`src/rtl/umi_crossbar_arbiter_if.sv`:
```
// Handshake and select bundle between the UMI crossbar arbiter and its
// neighbours. The slave view belongs to the arbiter. The master view belongs
// to whatever drives the input ports and consumes sel and valid.
interface umi_crossbar_arbiter_if #(
  parameter int N = 4
);
  logic [N-1:0]   umi_in_valid;
  logic [N*N-1:0] umi_in_req;
  logic [N-1:0]   umi_in_ready;
  logic [N*N-1:0] mask;
  logic [N-1:0]   umi_out_valid;
  logic [N-1:0]   umi_out_ready;
  logic [N*N-1:0] sel;

  modport master (
    output umi_in_valid,
    output umi_in_req,
    output mask,
    output umi_out_ready,
    input  umi_in_ready,
    input  umi_out_valid,
    input  sel
  );

  modport slave (
    input  umi_in_valid,
    input  umi_in_req,
    input  mask,
    input  umi_out_ready,
    output umi_in_ready,
    output umi_out_valid,
    output sel
  );
endinterface

```
`src/rtl/umi_crossbar_arbiter.sv`:
```
// Per-output round-robin arbiter that produces the one-hot select matrix for
// an N x N UMI crossbar. Arbitration is combinational. Each output keeps:
//   - a rotating priority pointer, and
//   - a lock that freezes its grant while the downstream stalls an accepted
//     beat.
module umi_crossbar_arbiter #(
  parameter string TARGET = "DEFAULT",
  parameter int    N      = 4
) (
  input  logic                    clk,
  input  logic                    reset,
  umi_crossbar_arbiter_if.slave   bus
);

  localparam int PW = (N > 1) ? $clog2(N) : 1;

  logic [N*N-1:0] filtReq;
  logic [N*N-1:0] ereq;
  logic [N*N-1:0] selC;
  logic [N-1:0]   outValid;
  logic [N-1:0]   inReady;
  logic [N-1:0]   colHit;
  logic [N-1:0]   found;
  logic [PW-1:0]  grantIdx [N];
  logic [PW-1:0]  nextPrio [N];

  logic [PW-1:0]  prio [N];
  logic [N-1:0]   lock;
  logic [N-1:0]   lsel [N];

  // Each input keeps only its lowest-indexed requested output, then valid and
  // the path mask gate it into the effective request.
  always_comb begin
    filtReq = '0;
    colHit  = '0;
    for (int j = 0; j < N; j++) begin
      for (int i = 0; i < N; i++) begin
        if (!colHit[j] && bus.umi_in_req[i*N+j]) begin
          filtReq[i*N+j] = 1'b1;
          colHit[j]      = 1'b1;
        end
      end
    end
    ereq = filtReq & bus.mask;
    for (int i = 0; i < N; i++) begin
      ereq[i*N +: N] = ereq[i*N +: N] & bus.umi_in_valid;
    end
  end

  // A locked output replays its stored select. Otherwise it grants the first
  // requester at or above its priority pointer, wrapping around.
  always_comb begin
    selC  = '0;
    found = '0;
    for (int i = 0; i < N; i++) begin
      if (lock[i]) begin
        selC[i*N +: N] = lsel[i];
      end else begin
        for (int k = 0; k < N; k++) begin
          if (!found[i] && ereq[i*N + ((int'(prio[i]) + k) % N)]) begin
            selC[i*N + ((int'(prio[i]) + k) % N)] = 1'b1;
            found[i] = 1'b1;
          end
        end
      end
    end
  end

  // Valid, ready, the granted index, and the pointer value that follows it.
  always_comb begin
    inReady = '0;
    for (int i = 0; i < N; i++) begin
      outValid[i] = |(selC[i*N +: N] & ereq[i*N +: N]);
      grantIdx[i] = '0;
      for (int j = 0; j < N; j++) begin
        if (selC[i*N+j]) begin
          grantIdx[i] = PW'(j);
        end
        inReady[j] = inReady[j] | (selC[i*N+j] & bus.umi_out_ready[i]);
      end
      nextPrio[i] = (int'(grantIdx[i]) == N-1) ? '0 : grantIdx[i] + 1'b1;
    end
  end

  assign bus.sel           = selC;
  assign bus.umi_out_valid = outValid;
  assign bus.umi_in_ready  = inReady;

  // The handshake result updates each output's state:
  //   - transfer: advance the pointer past the winner and release the lock;
  //   - stall: capture the grant;
  //   - locked requester vanishes: drop the lock.
  always_ff @(posedge clk or posedge reset) begin
    if (reset) begin
      for (int i = 0; i < N; i++) begin
        prio[i] <= '0;
        lsel[i] <= '0;
      end
      lock <= '0;
    end else begin
      for (int i = 0; i < N; i++) begin
        if (outValid[i] && bus.umi_out_ready[i]) begin
          prio[i] <= nextPrio[i];
          lock[i] <= 1'b0;
        end else if (outValid[i]) begin
          lock[i] <= 1'b1;
          lsel[i] <= selC[i*N +: N];
        end else if (lock[i]) begin
          lock[i] <= 1'b0;
        end
      end
    end
  end

endmodule

```
`src/flat_wrapper.sv`:
```
// flat-port wrapper written by rule: the top's interface ports become plain ports
module umi_crossbar_arbiter_flat 
#(
  parameter string TARGET = "       ",
  parameter int    N      = 4
)
  (clk, reset, bus_umi_in_valid, bus_umi_in_req, bus_mask, bus_umi_out_ready, bus_umi_in_ready, bus_umi_out_valid, bus_sel);
  umi_crossbar_arbiter_if #(.N(N)) bus_i ();
  input  logic clk;
  input  logic reset;
  input wire logic [$bits(bus_i.umi_in_valid)-1:0] bus_umi_in_valid;
  input wire logic [$bits(bus_i.umi_in_req)-1:0] bus_umi_in_req;
  input wire logic [$bits(bus_i.mask)-1:0] bus_mask;
  input wire logic [$bits(bus_i.umi_out_ready)-1:0] bus_umi_out_ready;
  output wire logic [$bits(bus_i.umi_in_ready)-1:0] bus_umi_in_ready;
  output wire logic [$bits(bus_i.umi_out_valid)-1:0] bus_umi_out_valid;
  output wire logic [$bits(bus_i.sel)-1:0] bus_sel;
  assign bus_i.umi_in_valid = bus_umi_in_valid;
  assign bus_i.umi_in_req = bus_umi_in_req;
  assign bus_i.mask = bus_mask;
  assign bus_i.umi_out_ready = bus_umi_out_ready;
  assign bus_umi_in_ready = bus_i.umi_in_ready;
  assign bus_umi_out_valid = bus_i.umi_out_valid;
  assign bus_sel = bus_i.sel;
  umi_crossbar_arbiter #(.TARGET(TARGET), .N(N)) u_core (.clk(clk), .reset(reset), .bus(bus_i));
endmodule
```
`config.mk`:
```
export PLATFORM = sky130hd
export DESIGN_NAME = umi_crossbar_arbiter_flat
export DESIGN_NICKNAME = d
export VERILOG_FILES = /design/src/rtl/umi_crossbar_arbiter_if.sv /design/src/rtl/umi_crossbar_arbiter.sv /design/src/flat_wrapper.sv
export SDC_FILE = /design/constraint.sdc
export NUM_CORES = 1
export LEC_CHECK = 0
export ABC_AREA = 1
export CAP_MARGIN = 20
export CORE_ASPECT_RATIO = 1.25
export CORE_MARGIN = 1
export CORE_UTILIZATION = 38
export DETAILED_ROUTE_END_ITERATION = 16
export PLACE_DENSITY = 0.69
export SYNTH_ARGS = -nofsm -noshare
export SYNTH_HDL_FRONTEND = slang
export SYNTH_SLANG_ARGS = --single-unit
```
`constraint.sdc`:
```
create_clock -name clk -period 2.55 [get_ports clk]
set_input_delay 0.51 -clock clk [delete_from_list [all_inputs] [get_ports clk]]
set_output_delay 0.51 -clock clk [all_outputs]
set_load 0.005 [all_outputs]
```
# [Word-level counts from Yosys, hierarchy flattened]
# Index checks and enable logic that the tools add are counted.
[totals] wordCells=418 input_bits=42 out_inout_bits=24 reg_bits=28
[classes] n_eq_ne=4 reduce_logical=88 n_lt_le_gt_ge=32 bitwise=68 muxes=189 add_sub_neg=28
[op_table] operator="$mux W16" n=27
[op_table] operator="$ge A32 B1 Y1 const B" n=12
[op_table] operator="$lt A32 B6 Y1 const B" n=12
[op_table] operator="$or A16 B16 Y16" n=15
[op_table] operator="$mux W1" n=107
[op_table] operator="$bmux W1 S4" n=12
[op_table] operator="$demux W1 S4" n=12
[op_table] operator="$logic_and A1 B1 Y1" n=44
[op_table] operator="$add A5 B3 Y6 const A" n=6
[op_table] operator="$and A4 B4 Y4" n=8
[op_table] operator="$mux W4" n=7
[op_table] operator="$logic_not A1 Y1" n=24
[op_table] operator="$mux W12" n=2
[op_table] operator="$mux W2" n=12
[op_table] operator="$reduce_or A2 Y1" n=12
[op_table] operator="$lt A3 B6 Y1 const B" n=3
[op_table] operator="$add A2 B1 Y2 const B" n=8
[op_table] operator="$add A2 B2 Y2 const B" n=8
[op_table] operator="$and A1 B1 Y1" n=16
[op_table] operator="$and A16 B16 Y16" n=1
[op_table] operator="$mux W8" n=2
[op_table] operator="$reduce_or A4 Y1" n=4
[op_table] operator="$add A4 B3 Y5 const A" n=3
[op_table] operator="$and A1 B1 Y1 const A" n=12
[op_table] operator="other kinds (13)" n=40

# [Longest topological paths before layout]
# Gate-level depths: netlist (run 1).
[logic_depth] depth_word=69 depth_mapped=18 mapped_depth_nobuf=18

# [Worst setup path after synthesis (run 1)]
# OpenSTA, ideal clock, no wires.
[synth_path] path_kind="flip-flop to output port" from="register u_core.prio[2] in the netlist's numbering" to="output port bus_umi_in_ready[1]" t_arrival_ps=1801 n_path_buf=0 t_required_ps=2040 slack_ps=239 stages_incl_launch_ff=14 cell_sequence="dfrtp_1 inv_1 ha_1 inv_1 nand2_1 nand2_1 nand2_1 nor2_1 nor2_1 nand3_1 nand2_1 inv_1 nand2_1 o2111ai_1"
[synth_between] elab_cells_between_ends=91 classes_between="7 x add/sub; 8 x order compare; 45 x mux; 18 x bitwise; 13 x reduce/logical"
[synth_rtl] item="start, declared" line_no="umi_crossbar_arbiter.sv:27" text="logic [PW-1:0] prio [N];"
[synth_rtl] item="start signal, assigned by index" line_no="umi_crossbar_arbiter.sv:103" text="prio[i] <= nextPrio[i];"
[synth_rtl] item="parallel branches: the longest is 16 deep, another holds $ge A32 B1 Y1"
[synth_rtl] item="$mux W16 (*)" line_no="umi_crossbar_arbiter.sv:60" text="if (!found[i] && ereq[i*N + ((int'(prio[i]) + k) % N)]) begin"
[synth_rtl] item="$mux W4 (*)" line_no="umi_crossbar_arbiter.sv:56" text="if (lock[i]) begin"
[synth_rtl] item="$or A16 B16 Y16 (no line)"
[synth_rtl] item="$mux W16" line_no="umi_crossbar_arbiter.sv:60"
[synth_rtl] item="$mux W16" line_no="umi_crossbar_arbiter.sv:56"
[synth_rtl] item="$or A16 B16 Y16 (no line)"
[synth_rtl] item="$mux W16" line_no="umi_crossbar_arbiter.sv:60"
[synth_rtl] item="[... 2 more ...]"
[synth_rtl] item="$mux W16" line_no="umi_crossbar_arbiter.sv:60"
[synth_rtl] item="$mux W16" line_no="umi_crossbar_arbiter.sv:56"
[synth_rtl] item="$or A16 B16 Y16 (no line)"
[synth_rtl] item="$mux W16" line_no="umi_crossbar_arbiter.sv:60"
[synth_rtl] item="$mux W12 (*)" line_no="umi_crossbar_arbiter.sv:56"
[synth_rtl] item="named net bus_sel[9]" line_no="flat_wrapper.sv:17" text="output wire logic [$bits(bus_i.sel)-1:0] bus_sel;"
[synth_rtl] item="$and A1 B1 Y1 (*)" line_no="umi_crossbar_arbiter.sv:79" text="inReady[j] = inReady[j] | (selC[i*N+j] & bus.umi_out_ready[i]);"
[synth_rtl] item="$or A1 B1 Y1 (*) (2 in a row)" line_no="umi_crossbar_arbiter.sv:79"
[synth_rtl] item="end, declared" line_no="flat_wrapper.sv:15" text="output wire logic [$bits(bus_i.umi_in_ready)-1:0] bus_umi_in_ready;"
# Mark *: on every way through the listed nets, which the timed path passes. The select of a mux whose other input is x is not followed.

# [Worst setup path after layout (run 1)]
[layout_path] from="input port bus_umi_in_req[11]" to="output port bus_umi_in_ready[3]"
[layout_between] elab_chain_len=61 elab_cells_between_ends=156 classes_between="106 x mux; 24 x bitwise; 26 x reduce/logical"
[layout_lines] item="start, declared" line_no="flat_wrapper.sv:12" text="input wire logic [$bits(bus_i.umi_in_req)-1:0] bus_umi_in_req;"
[layout_lines] item="$logic_and A1 B1 Y1 (*)" line_no="umi_crossbar_arbiter.sv:38" text="if (!colHit[j] && bus.umi_in_req[i*N+j]) begin"
[layout_lines] item="$mux W1" line_no="umi_crossbar_arbiter.sv:38"
[layout_lines] item="$logic_not A1 Y1" line_no="umi_crossbar_arbiter.sv:38"
[layout_lines] item="$logic_and A1 B1 Y1" line_no="umi_crossbar_arbiter.sv:38"
[layout_lines] item="$mux W1" line_no="umi_crossbar_arbiter.sv:38"
[layout_lines] item="$and A16 B16 Y16 (*)" line_no="umi_crossbar_arbiter.sv:44" text="ereq = filtReq & bus.mask;"
[layout_lines] item="$and A4 B4 Y4" line_no="umi_crossbar_arbiter.sv:46" text="ereq[i*N +: N] = ereq[i*N +: N] & bus.umi_in_valid;"
[layout_lines] item="$bmux W1 S3" line_no="umi_crossbar_arbiter.sv:60"
[layout_lines] item="[... 44 more ...]"
[layout_lines] item="$mux W16" line_no="umi_crossbar_arbiter.sv:60"
[layout_lines] item="$mux W16" line_no="umi_crossbar_arbiter.sv:56"
[layout_lines] item="$or A16 B16 Y16 (no line)"
[layout_lines] item="$mux W16" line_no="umi_crossbar_arbiter.sv:60"
[layout_lines] item="$mux W12" line_no="umi_crossbar_arbiter.sv:56"
[layout_lines] item="$and A1 B1 Y1" line_no="umi_crossbar_arbiter.sv:79"
[layout_lines] item="$or A1 B1 Y1 (2 in a row)" line_no="umi_crossbar_arbiter.sv:79"
[layout_lines] item="$or A1 B1 Y1 (*)" line_no="umi_crossbar_arbiter.sv:79"
# Mark *: on every way between the ends. The rest lies on a longest branch, timed or not. The select of a mux whose other input is x is not followed.

==> impl_metrics.ini, run 1 <==
[synth]
ys_types = 24
avgSynthCellArea_um2 = 5.94
synth_area_um2 = 3500
yosysSeqAreaShare_pct = 20.0
syn_nets = 661
yosysWarnings = 0
synthCells = 590
ys_ff_latch = 28

[status]
violations = setup timing
outcome = complete, but fails checks

[floorplan]
core_um2 = 8800
initial_core_util_pct = 39.8
dieArea_um2 = 9610
rows = 38
die_y_um = 109
die_w_um = 87.9
ios = 66

[sta]
fin_crit_ps = 2910
setup_viol = 26
setup_slack_ps = -358
rsz0062_at_grt = yes
skew_ps = 5.96
max_freq_mhz = 344
worst_slew_pin_slew_ps = 413
post-route-period-util_pct = 114
finalHoldViolCount = 0
slew_viol_final = 0
maxSlewHeadroom_pct = 72.5
final.setup.tns_ps = -4570

[setup_path]
crit_family = simple AND/OR/NAND/NOR gates
path_buf_inv = 4
critPathRequiredTime_ps = 2040
worstSetupPathType = in2out
worstPathMaxFanout = 5
worstSetupEndpointType = output port
cp.arrival_ps = 2400
worstSetupStartpointType = input pin
cp_slowest_stage_delay_ps = 240
cp_cell_sequence = clkdlybuf4s15_2 > nand2_1 > inv_1 > nand3_1 > nand2_2 > nand3_1 > nand2_4 > nor2_4 > nand3_4 > nand3_4 > buf_6 > nand2_4 > o2111ai_4 > buf_2
slowest_stage = nor2_4

[min_path]
hp-class = reg2reg

[drt]
wire_per_inst_um = 18.0
vias = 5112
drtAntennaViolNets = 0
viasPerCell = 5.51
drt_iter0_markers = 323
drc = 0
first_pass_iters = 5
drt-total-wl_mm = 16.7

[place]
io_buffers = 65
dp.final_hpwl_mm = 9.42
gp_congestion = 0.962

[flow_run]
cap_violations = 0

[power]
switching_share_pct = 48.8
finalPower_w = 0.00552
powerDensity_nw_per_um2 = 841
peakVddDrop_uv = 824
p_clk_share_pct = 5.6
power.internal_w = 0.00283
power_frac_comb_pct = 83.8
switchingPower_w = 0.00269
p_seq_share_pct = 10.5
p_leak_nw = 3.49

[global_routing]
grt_first_pass_wirelength_mm = 23.1
overflow = 0
first_global_vias = 5130
antenna_found_initial = 3
grt_start_max_net_pins = 29
grt_use_total_pct = 31.3

[finish]
area_growth_pct = 87.4
final_layout_size_suffix_gt1_share_pct = 58.3
nNetsFinal = 877
final.fill_count = 597

[clock_tree]
cts.clk_slew.worst_paths_ps = 110
cts_buffers = 3
cts_max_level = 1
root_buffer = clkbuf_8
cts_tree = built
clkSinkCount = 28
cts_hold_buf = 0
clk_latency_ps = 300
cts_buffer_depth = 2
## per-layer routing
| metal | GRT usage [%] | share of wire (%) | vias up |
|---|---|---|---|
| met5 | 0 | 0 | - |
| met4 | 22.1 | 7.0 | 0 |
| met3 | 6.08 | 8.1 | 117 |
| met2 | 57.5 | 51 | 299 |
| met1 | 31.0 | 34 | 2388 |
| li1 | - | - | 2308 |
## synth_stat cells
| master | n | area (um2) |
|---|---|---|
| o21ai_1 | 3 | 15.0 |
| dfrtp_1 | 28 | 701 |
| nor3_2 | 2 | 20.0 |
| nand3_1 | 104 | 521 |
| nor2_4 | 5 | 56.3 |
| nand2_2 | 14 | 87.6 |
| inv_2 | 15 | 56.3 |
| ha_1 | 29 | 363 |
| nand3b_1 | 3 | 22.5 |
| nor2_1 | 38 | 143 |
| nand3_2 | 1 | 10.0 |
| o21ai_2 | 1 | 8.76 |
| o2111ai_1 | 4 | 35.0 |
| o21ai_0 | 4 | 20.0 |
| nand4_1 | 17 | 106 |
| buf_4 | 1 | 7.51 |
| a21oi_1 | 9 | 45.0 |
| nand2_8 | 1 | 20.0 |
| or2_2 | 16 | 100 |
| nand2_4 | 4 | 45.0 |
| nand2_1 | 200 | 751 |
| inv_1 | 79 | 297 |
| and3_1 | 2 | 12.5 |
| nor2_2 | 10 | 62.6 |
## cell type report
type,instances,area [um2],share of cell area [%]
Antenna cell,3,7.51,0.114
Clock buffer,4,55.1,0.838
Inverter,94,368,5.60
Multi-Input combinational cell,467,3410,52.0
Sequential cell,28,701,10.7
Tap cell,120,150,2.29
Timing Repair Buffer,212,1870,28.5
## per-stage QoR
step / utilization, % / instance area (um2) / setup slack (ps) / std cells / hold WS [ps]
3_3_place_gp: 54.9 / 4830 / -1110 / 845 / 449
4_1_cts: 68.2 / 6000 / -225 / 911 / 479
2_1_floorplan: - / 3500 / 239 / 590 / 434
6_report: 74.7 / 6570 / -358 / 928 / 483
5_1_grt: 74.6 / 6560 / -634 / 926 / 496
3_5_place_dp: 54.9 / 4830 / -1050 / 845 / 452
## power by group through the flow
stage | Combinational (W) | Sequential [W] | Clock (W)
floorplan | 0.00139 | 0.000623 | 0
finish | 0.00463 | 0.000582 | 0.000311
CTS | 0.00371 | 0.000580 | 0.000314
global placement | 0.00266 | 0.000581 | 0
global route | 0.00493 | 0.000593 | 0.000328
detailed placement | 0.00269 | 0.000585 | 0
## worst register-to-register path, cell delays in order (launching register included)
cell and delay (ps):
dfrtp_1 410, inv_2 90, buf_6 130, nand2_2 60, inv_2 80, nor2_4 40, nand2_2 90, nand2_4 80
buf_6 140, nand2_4 70, nand2_2 60, a21oi_2 180, nand3_4 120, nand3_2 80, nand2_2 70, buf_6 120
buf_6 100, buf_6 100, buf_6 100, nor2_4 120, nor2_2 70, nand2_1 60, nand2_1 60
## flip-flops by register name, summed over array words and instances, names as in the netlist
signal / cells
u_core.lsel: 16
u_core.prio: 8
u_core.lock: 4
## kinds of logic after synthesis
logic type	after synthesis	synth area share, %
and+or+nand+nor	417	55.8
AOI/OAI and AO/OA	21	3.53
adders and majority gates	29	10.4
DFF	28	20.0
buffers and inverters	95	10.3
## cell usage in the layout (no fill, tap or decap)
master	count
o2111ai_4	2
nor2_1	17
ha_1	24
nand3b_1	3
nand2_8	1
inv_2	47
a21oi_1	6
nor2_4	21
and3_1	2
nand3_1	41
buf_2	17
o2111ai_2	2
nand4_1	17
clkdlybuf4s15_1	3
nor3_4	2
ha_4	4
ha_2	1
a21oi_2	3
nand2_2	70
o21ai_1	2
o21ai_4	2
nand2_4	19
inv_1	41
buf_4	96
clkbuf_8	4
diode_2	3
dlygate4sd2_1	16
clkdlybuf4s50_1	5
nor2_2	15
clkdlybuf4s15_2	2
dfrtp_1	28
nand3_2	48
buf_6	73
nand2_1	129
o21ai_0	2
nand3_4	16
inv_4	6
or2_2	16
o21ai_2	2
## worst paths after layout
kind | cells after the start | from | slack [ps] | to
max in group asynchronous | 3 | reset | 1670 | u_core.lock[3]$_DFF_PP0_
min in group asynchronous | 3 | reset | 580 | u_core.lsel[13]$_DFFE_PP0P_
setup reg to reg | 22 | u_core.prio[6]$_DFFE_PP0P_ | 20 | u_core.prio[7]$_DFFE_PP0P_
setup / recovery | 14 | bus_umi_in_req[11] | -360 | bus_umi_in_ready[3]
hold reg to reg | 2 | u_core.lsel[10]$_DFFE_PP0P_ | 480 | u_core.lsel[10]$_DFFE_PP0P_
hold / removal | 2 | u_core.lsel[10]$_DFFE_PP0P_ | 480 | u_core.lsel[10]$_DFFE_PP0P_
## what timing repair did
item | in CTS | in global routing
setup buffers | 68 | 23
pin swaps | 149 | 79
resized for setup | 423 | 116
endpoints found under the setup margin | 40 | 43
Note: power is estimated with default switching activity, not from simulation.
==> inputs of run 2 (changes only) <==
Settings changed: ABC_CLOCK_PERIOD_IN_PS set to 3250, CORE_MARGIN 1 to 10.
Clock period 2.55 ns to 3.25 ns, I/O delays scaled along.
==> impl_metrics.ini, run 2 (synthesis results as in run 1) <==
[power]
peakVddDrop_uv = 557
switching_share_pct = 48.2
switchingPower_w = 0.00168
power_frac_comb_pct = 78.5
power.internal_w = 0.00181
p_seq_share_pct = 13.0
p_leak_nw = 3.24
finalPower_w = 0.00348
powerDensity_nw_per_um2 = 622
p_clk_share_pct = 8.5

[global_routing]
grt_use_total_pct = 17.9
grt_first_pass_wirelength_mm = 20.4
overflow = 0
antenna_found_initial = 2
first_global_vias = 4385
grt_start_max_net_pins = 29

[finish]
largest_reg_flops = 16
area_growth_pct = 59.9
reg_top3 = u_core.lsel x16, u_core.prio x8, u_core.lock x4
multi_input_area_um2 = 2970
final.fill_count = 812
seq_area_um2 = 701
final_layout_size_suffix_gt1_share_pct = 40.4
fin_cells = 880
max_flop_register = u_core.lsel
mostFrequentLayoutCell = nand2_1
nNetsFinal = 828
most-common-layout-cells = nand2_1 (159), buf_4 (90), inv_1 (64), nand3_1 (60), nand2_2 (46)

[sta]
maxSlewHeadroom_pct = 73.1
hold_slack_ps = 477
skew_ps = 4.31
post-route-period-util_pct = 104
finalHoldViolCount = 0
worst_slew_pin_slew_ps = 404
fin_crit_ps = 3370
max_freq_mhz = 297
setup_viol = 4
slew_viol_final = 0
setup_slack_ps = -119
final.setup.tns_ps = -324
rsz0062_at_grt = yes

[floorplan]
initial_core_util_pct = 38.6
rows = 39
ios = 66
dieArea_um2 = 13500
core_um2 = 9080
die_w_um = 106
die_y_um = 127

[clock_tree]
cts_buffers = 3
clkSinkCount = 28
clk_latency_ps = 270
root_buffer = clkbuf_16
cts_buffer_depth = 2
cts_tree = built
cts.clk_slew.worst_paths_ps = 70
cts_max_level = 1

[setup_path]
crit_end = bus_umi_in_ready[1]
worstSetupEndpointType = output port
critPathRequiredTime_ps = 2600
worstPathMaxFanout = 4
crit_start = bus_mask[8]
regToRegStartpoint = u_core.prio[6]$_DFFE_PP0P_
worstSetupPathType = in2out
timing.rr.end = u_core.prio[7]$_DFFE_PP0P_
cp.arrival_ps = 2720
r2r_cells = 22
ff2ff_setup_slack_ps = 130
worstSetupStartpointType = input pin

[flow_run]
cap_violations = 0

[place]
post-place-cells = 841
io_buffers = 65
dp.final_hpwl_mm = 9.57
gp_congestion = 1.01

[drt]
drtAntennaViolNets = 0
drt_iter0_markers = 367
drt-total-wl_mm = 13.8
first_pass_iters = 5
drc = 0
viasPerCell = 5.27
wire_per_inst_um = 15.7
vias = 4636

[status]
violations = setup timing
outcome = complete, but fails checks

[min_path]
hp-class = reg2reg
run 2: cell types whose count changed in the layout (fill, tap and decap cells not counted), moves of 11 or more:
cell	change
buf_2	-14
buf_6	-64
clkbuf_2	+13
clkdlybuf4s50_1	+11
inv_1	+23
inv_2	-18
nand2_1	+30
nand2_2	-24
nand3_1	+19
nand3_4	-14
run 2: how the worst min path moves through the flow:
stage / cells after the start / end / from
after global placement: 2 / u_core.lsel[7]$_DFFE_PP0P_ / u_core.lsel[7]$_DFFE_PP0P_
after floorplan: 2 / u_core.lsel[0]$_DFFE_PP0P_ / u_core.lsel[0]$_DFFE_PP0P_
final: 2 / u_core.lsel[1]$_DFFE_PP0P_ / u_core.lsel[1]$_DFFE_PP0P_
after detailed placement: 2 / u_core.lsel[1]$_DFFE_PP0P_ / u_core.lsel[1]$_DFFE_PP0P_
after global routing: 2 / u_core.lsel[6]$_DFFE_PP0P_ / u_core.lsel[6]$_DFFE_PP0P_
after CTS: 2 / u_core.lsel[1]$_DFFE_PP0P_ / u_core.lsel[1]$_DFFE_PP0P_
run 2: critical path: stages:
cell             delay (ps)
clkdlybuf4s50_1         460
nand2_1                  60
inv_2                    80
nand3_2                  90
nand2_2                 120
nand2_1                  70
nand2_1                  60
nand2_1                  50
nand2_1                 130
nor2_1                   60
nor2_1                  130
nand3_2                  90
nand2_1                  90
inv_1                    60
nand2_1                 110
o2111ai_1               130
dlygate4sd2_1           290
run 2: power groups by stage:
stage	registers, W	clock network (W)	logic (W)
3_5_place_dp	0.000459	0	0.00211
3_3_place_gp	0.000456	0	0.00209
5_1_grt	0.000463	0.000306	0.00298
4_1_cts	0.000452	0.000300	0.00228
2_1_floorplan	0.000489	0	0.00109
6_report	0.000452	0.000295	0.00274
run 2: per-layer routing:
layer  vias to the layer above  track usage [%]  share of wire, %
met1                      2167             20.7                40
met3                        54             2.82               5.6
li1                       2213                -                 -
met5                         -                0                 0
met2                       202             32.3                50
met4                         0             6.23               4.0
run 2: timing repair:
item,4_1_cts,5_1_grt
pin swaps,21,53
setup endpoints to repair,24,26
resized for setup,101,151
setup buffers,15,19
hold buffers,0,0
run 2: through the flow:
stage / cell area (um2) / worst slack, ps / util (%)
floorplan: 3500 / 799 / -
global placement: 4780 / -615 / 52.7
detailed placement: 4780 / -597 / 52.7
CTS: 5120 / -207 / 56.4
global route: 5600 / -250 / 61.7
finish: 5610 / -119 / 61.8
run 2: cell type report:
class | count | share of cell area [%]
repair buffers | 163 | 24.1
diodes | 2 | 0.0893
clock buffers | 3 | 1.34
multi-input cells | 467 | 52.9
inverters | 94 | 6.34
well taps | 123 | 2.75
flip-flops and latches | 28 | 12.5
